`src/rtl/bcd2binary_reverse_dabble.sv`:
```
// Sequential packed-BCD to binary converter using reverse double dabble.
// A conversion shifts the {bcd, binary} work register right once per cycle and
// corrects every BCD digit that lands at 8 or more by subtracting 3. One
// conversion is in flight at a time; input and output use valid/ready.
module bcd2binary_reverse_dabble #(
  parameter int DIGITS = 3,
  parameter int BIN_W  = 10
) (
  input  logic                  clk,
  input  logic                  rst_n,
  input  logic                  in_valid,
  output logic                  in_ready,
  input  logic [4*DIGITS-1:0]   bcd_in,
  output logic                  out_valid,
  input  logic                  out_ready,
  output logic [BIN_W-1:0]      binary_out,
  output logic                  bcd_err
);

  localparam int BCD_W  = 4 * DIGITS;
  localparam int WORK_W = BCD_W + BIN_W;
  localparam int CNT_W  = (BIN_W > 1) ? $clog2(BIN_W) : 1;
  localparam logic [CNT_W-1:0] LAST_CNT = CNT_W'(BIN_W - 1);

  // Largest decimal value plus one; used only for the width sanity check.
  function automatic longint unsigned pow10(input int n);
    longint unsigned p;
    p = 64'd1;
    for (int i = 0; i < n; i++) p = p * 64'd10;
    return p;
  endfunction

  // The binary result must hold 10^DIGITS - 1, i.e. 10^DIGITS <= 2^BIN_W.
  if (pow10(DIGITS) > (64'd1 << BIN_W)) begin : g_width_check
    $error("BIN_W too small to hold the largest %0d-digit decimal value", DIGITS);
  end

  typedef enum logic [1:0] {
    IDLE = 2'd0,
    CONV = 2'd1,
    DONE = 2'd2
  } state_t;

  state_t              state;
  logic [WORK_W-1:0]   work;
  logic [CNT_W-1:0]    cnt;
  logic                err;
  logic [WORK_W-1:0]   dabble_next;
  logic                any_bad_digit;

  // Handshake flags decode straight from the registered state.
  assign in_ready  = (state == IDLE);
  assign out_valid = (state == DONE);

  // Flag any input digit outside 0..9; only consumed at the acceptance edge.
  always_comb begin
    // NOTE: every variable written here gets a default first so no latch is inferred.
    any_bad_digit = 1'b0;
    for (int i = 0; i < DIGITS; i++) begin
      if (bcd_in[4*i +: 4] > 4'd9) any_bad_digit = 1'b1;
    end
  end

  // One reverse-dabble step: shift right, then pull each digit >= 8 down by 3.
  always_comb begin
    dabble_next = work >> 1;
    for (int i = 0; i < DIGITS; i++) begin
      if (dabble_next[BIN_W + 4*i +: 4] >= 4'd8)
        dabble_next[BIN_W + 4*i +: 4] = dabble_next[BIN_W + 4*i +: 4] - 4'd3;
    end
  end

  // Control FSM plus datapath registers; results are captured on entry to DONE.
  always_ff @(posedge clk or negedge rst_n) begin
    if (!rst_n) begin
      // NOTE: sequential state uses non-blocking assignments so every flop
      // samples pre-edge values, independent of statement order.
      state      <= IDLE;
      work       <= '0;
      cnt        <= '0;
      err        <= 1'b0;
      binary_out <= '0;
      bcd_err    <= 1'b0;
    end else begin
      case (state)
        IDLE: begin
          if (in_valid) begin
            work  <= {bcd_in, {BIN_W{1'b0}}};
            cnt   <= '0;
            err   <= any_bad_digit;
            state <= CONV;
          end
        end
        CONV: begin
          work <= dabble_next;
          cnt  <= cnt + CNT_W'(1);
          if (cnt == LAST_CNT) begin
            // Invalid inputs still run the full length but report zero.
            binary_out <= err ? '0 : dabble_next[BIN_W-1:0];
            bcd_err    <= err;
            state      <= DONE;
          end
        end
        DONE: begin
          if (out_ready) state <= IDLE;
        end
        default: state <= IDLE;
      endcase
    end
  end

endmodule

```
`config.mk`:
```
export PLATFORM = sky130hd
export DESIGN_NAME = bcd2binary_reverse_dabble
export DESIGN_NICKNAME = d
export VERILOG_FILES = /design/src/rtl/bcd2binary_reverse_dabble.sv
export SDC_FILE = /design/constraint.sdc
export NUM_CORES = 1
export LEC_CHECK = 0
export CAP_MARGIN = 10
export CELL_PAD_IN_SITES_DETAIL_PLACEMENT = 1
export CELL_PAD_IN_SITES_GLOBAL_PLACEMENT = 2
export CORE_UTILIZATION = 35
export CTS_BUF_LIST = sky130_fd_sc_hd__clkbuf_8 sky130_fd_sc_hd__clkbuf_16
export DETAILED_ROUTE_END_ITERATION = 8
export HOLD_SLACK_MARGIN = 0.05
export PLACE_DENSITY_LB_ADDON = 0.1
export SYNTH_ARGS = -nofsm -noshare
export SYNTH_HDL_FRONTEND = slang
export SYNTH_SLANG_ARGS = --single-unit
```
`constraint.sdc`:
```
create_clock -name clk -period 1.6 [get_ports clk]
set_input_delay 0.4 -clock clk [delete_from_list [all_inputs] [get_ports clk]]
set_output_delay 0.4 -clock clk [all_outputs]
set_load 0.1 [all_outputs]
```
==> impl_results.md <==
- Status: finished with violations
- Failing checks: negative setup slack
- Clk sinks: 39
- Pint: 0.00300 W
- Synth area leaders: dfrtp_1 51%, mux2_2 7.1%, nor2b_1 5.2%
- Critical path startpoint category: flop
- Clock power frac: 11.7%
- Final wirelength: 4540 um
- Antenna violations before repair: 0
- CP max FO: 3
- Power consumption: 0.00536 W
- DRC Markers: 0
- Final period utilization: 101%
- Area delta synth->final: 38.8%
- Crit path time final: between 1.5 and 2 ns
- Die H: 75.8 um
- Reg area: around 980 um2
- Design Area, Final: approximately 0.0026 mm2
- # setup viols final: 2
- Yosys top cell area share: 51.1%
- Post-synthesis async set-or-reset flop share: between 90% and 100%
- Antenna Violating Nets Remaining: 0
- I/O Pins: 29
- Drt first pass iters: 4
- Largest net degree at the start of global routing: 40
- Cts bufs inserted: 5
- Combinational share of power: 54.7%
- Synth top cells by count: 39 x dfrtp_1, 16 x nor2b_1, 12 x mux2_2, 11 x a21oi_1, 10 x a22o_1
- Flops & latches, synth: 39
- Fillers: 533
- Final Hold Viols: 0
- Core area: 0.00517 mm2
- CP required: ~1.2 ns
- Synthesized area: 0.00191 mm2
- Most common cell in the synthesized netlist: dfrtp_1
- Maximum clock rate: about 620 MHz
- Cells after synthesis: 168
- Critical Path AT: 1.21 ns
- Vias in the first global route: 1,452
- Normalized max-slew margin: 65.4%
- Clock slew seen by the registers of the worst setup and hold paths: 0.08 ns
- Initial Utilization: 36.9%
- Seq/Total Area, Yosys: about half
- Multi-input gate area: ~860 um2
- Fin. max-slew vios: 0
- Via count: 1,413
- Unrepaired setup endpoints after global routing: true
- EDFF count, synth: 0
- # H-tree levels: 2
- Overflow after GRT: 0
- Die area: approximately 0.0058 mm2
- Sw Pwr: 0.00236 W
- Worst vdd ir: roughly 0.95 mV
- Power per cell area: slightly above 2000 mW/mm2
- Synth area leader: dfrtp_1
- Area post-placement: about 0.0025 mm2
- Initial drt markers: 42
- Synth warn: 0
- CTS tree: built
- Wire length per cell: 16.0 um
- Non-filler cells, final: approximately 280
- Cells after DPL: 265
- RePlAce Congestion: 0.804
- Syn_area_per_cell: 11.4 um2
- Clock root cell: clkbuf_8
- Count of input and output buffers: 28
- Switching share of total power: 44.0%
- Reg2Reg Depth: 6
- Antenna diodes: 0
- Max clock buf depth: 2
- Min-delay worst type: in -> async
- # rows: 26
- HPWL after DPL: between 3000 and 4000 um
- Global-route usage over all layers: 18.1%
- Worst skew pair latency: 0.29 ns
- Fin nets: 234
- Setup Skew: 0.00458 ns
- First-pass GRT wire length: between 7000 and 8000 um
- Crit. End Element: primary output
- Reg power frac: 33.6%
- Share of cells above drive strength 1: a little over a quarter
- Die Wd: 75.8 um
- Final WS setup: -0.0120 ns
- Mapped Nets: 190
- Post-synthesis cell type count: 34
- Most common flop cell mapped by yosys: dfrtp_1
- CP Class: reg -> out
- Pleak: 1.23 nW
- Avg Vias per Cell: around 5.0
- Worst-margin pin slew: 0.517 ns
- Max Cap Viol: 0
[power by group through the flow]
| stage | Clock (W) | Combinational [W] | Sequential (W) |
|---|---|---|---|
| global route | 0.000707 | 0.00313 | 0.00187 |
| finish | 0.000626 | 0.00293 | 0.00180 |
| CTS | 0.000658 | 0.00289 | 0.00182 |
| global placement | 0 | 0.00270 | 0.00183 |
| detailed placement | 0 | 0.00277 | 0.00185 |
| floorplan | 0 | 0.00113 | 0.00245 |
[final timing paths]
| check | endpoint | startpoint | slack (ns) |
|---|---|---|---|
| max | out_valid | state[0]$_DFFE_PN0P_ | -0.01 |
| min | cnt[0]$_DFFE_PN0P_ | rst_n | 0.07 |
| max reg2reg | binary_out[5]$_DFFE_PN0P_ | cnt[1]$_DFFE_PN0P_ | 0.06 |
| min reg2reg | work[20]$_DFFE_PN0P_ | work[20]$_DFFE_PN0P_ | 0.49 |
| max in group asynchronous | work[4]$_DFFE_PN0P_ | rst_n | 1.32 |
| min in group clk | work[20]$_DFFE_PN0P_ | work[20]$_DFFE_PN0P_ | 0.49 |
[metrics by stage]
step | setup TNS [ns] | hold slack (ns) | util, % | worst slack, ns
after floorplan | 0 | 0.104 | - | 0.00148
after global routing | -0.302 | 0.0668 | 51.2 | -0.0574
after global placement | 0 | 0.385 | 47.6 | 0.000649
final | -0.0148 | 0.0685 | 51.2 | -0.0120
after detailed placement | -0.323 | 0.391 | 47.6 | -0.0429
after CTS | -0.0401 | 0.0745 | 50.6 | -0.0224
[registers in the layout, indices dropped and copies added, names as in the netlist]
signal,cells
binary_out,10
cnt,4
err,1
bcd_err,1
state,2
work,21
[per-layer routing]
metal | up-vias | wire length, um | track usage [%]
li1 | 683 | - | -
met1 | 702 | 2110 | 24.1
met2 | 23 | 2250 | 29.0
met3 | 5 | 125 | 4.23
met4 | 0 | 55 | 5.56
met5 | - | 0 | 0
[layout make-up]
class                           count  area share, %
Tap cell                           70           3.31
Inverter                            6          0.850
Sequential cell                    39           36.9
Clock buffer                        5           2.60
Clock inverter                      3          0.472
Multi-Input combinational cell    112           32.5
Timing Repair Buffer               48           23.3
[critical path, cell delays in order, from the launching register on]
cell	delay, ns
dfrtp_2	0.44
buf_12	0.14
nor2b_4	0.15
buf_12	0.19
[cell families (layout without fill, tap and decap cells)]
family | count (synthesis) | count (layout) | share of synthesized area [%]
flip-flops | 39 | 39 | 51.1
XOR/XNOR | 4 | 4 | 1.84
adder cells (fa/ha/maj) | 6 | 6 | 3.93
AO/OA/AOI/OAI | 47 | 47 | 17.1
multiplexers | 15 | 15 | 8.66
AND/OR/NAND/NOR | 40 | 40 | 12.7
buffers and inverters | 17 | 62 | 4.59
[layout by cell type (no fill, tap or decap), types with 3 or more instances in the layout]
| cell type | n |
|---|---|
| buf_12 | 16 |
| clkdlybuf4s50_1 | 14 |
| nor2b_1 | 14 |
| o21ai_0 | 9 |
| buf_4 | 16 |
| a22o_1 | 10 |
| a21oi_1 | 11 |
| mux2i_1 | 3 |
| nand3_1 | 4 |
| inv_1 | 8 |
| nand2_1 | 6 |
| mux2_2 | 12 |
| nor2_1 | 4 |
| clkbuf_8 | 5 |
| dfrtp_1 | 38 |
| xnor2_1 | 3 |
| a21o_1 | 4 |
| a211oi_1 | 3 |
| ha_1 | 6 |
[what timing repair did]
action / 4_1_cts / 5_1_grt
gates cloned: 1 / 0
hold buffers: 0 / 0
pin swaps: 1 / 2
buffers inserted: 5 / 4
gates resized for setup: 2 / 0
endpoints found under the setup margin: 14 / 4
Note: power is estimated with default switching activity, not from simulation.
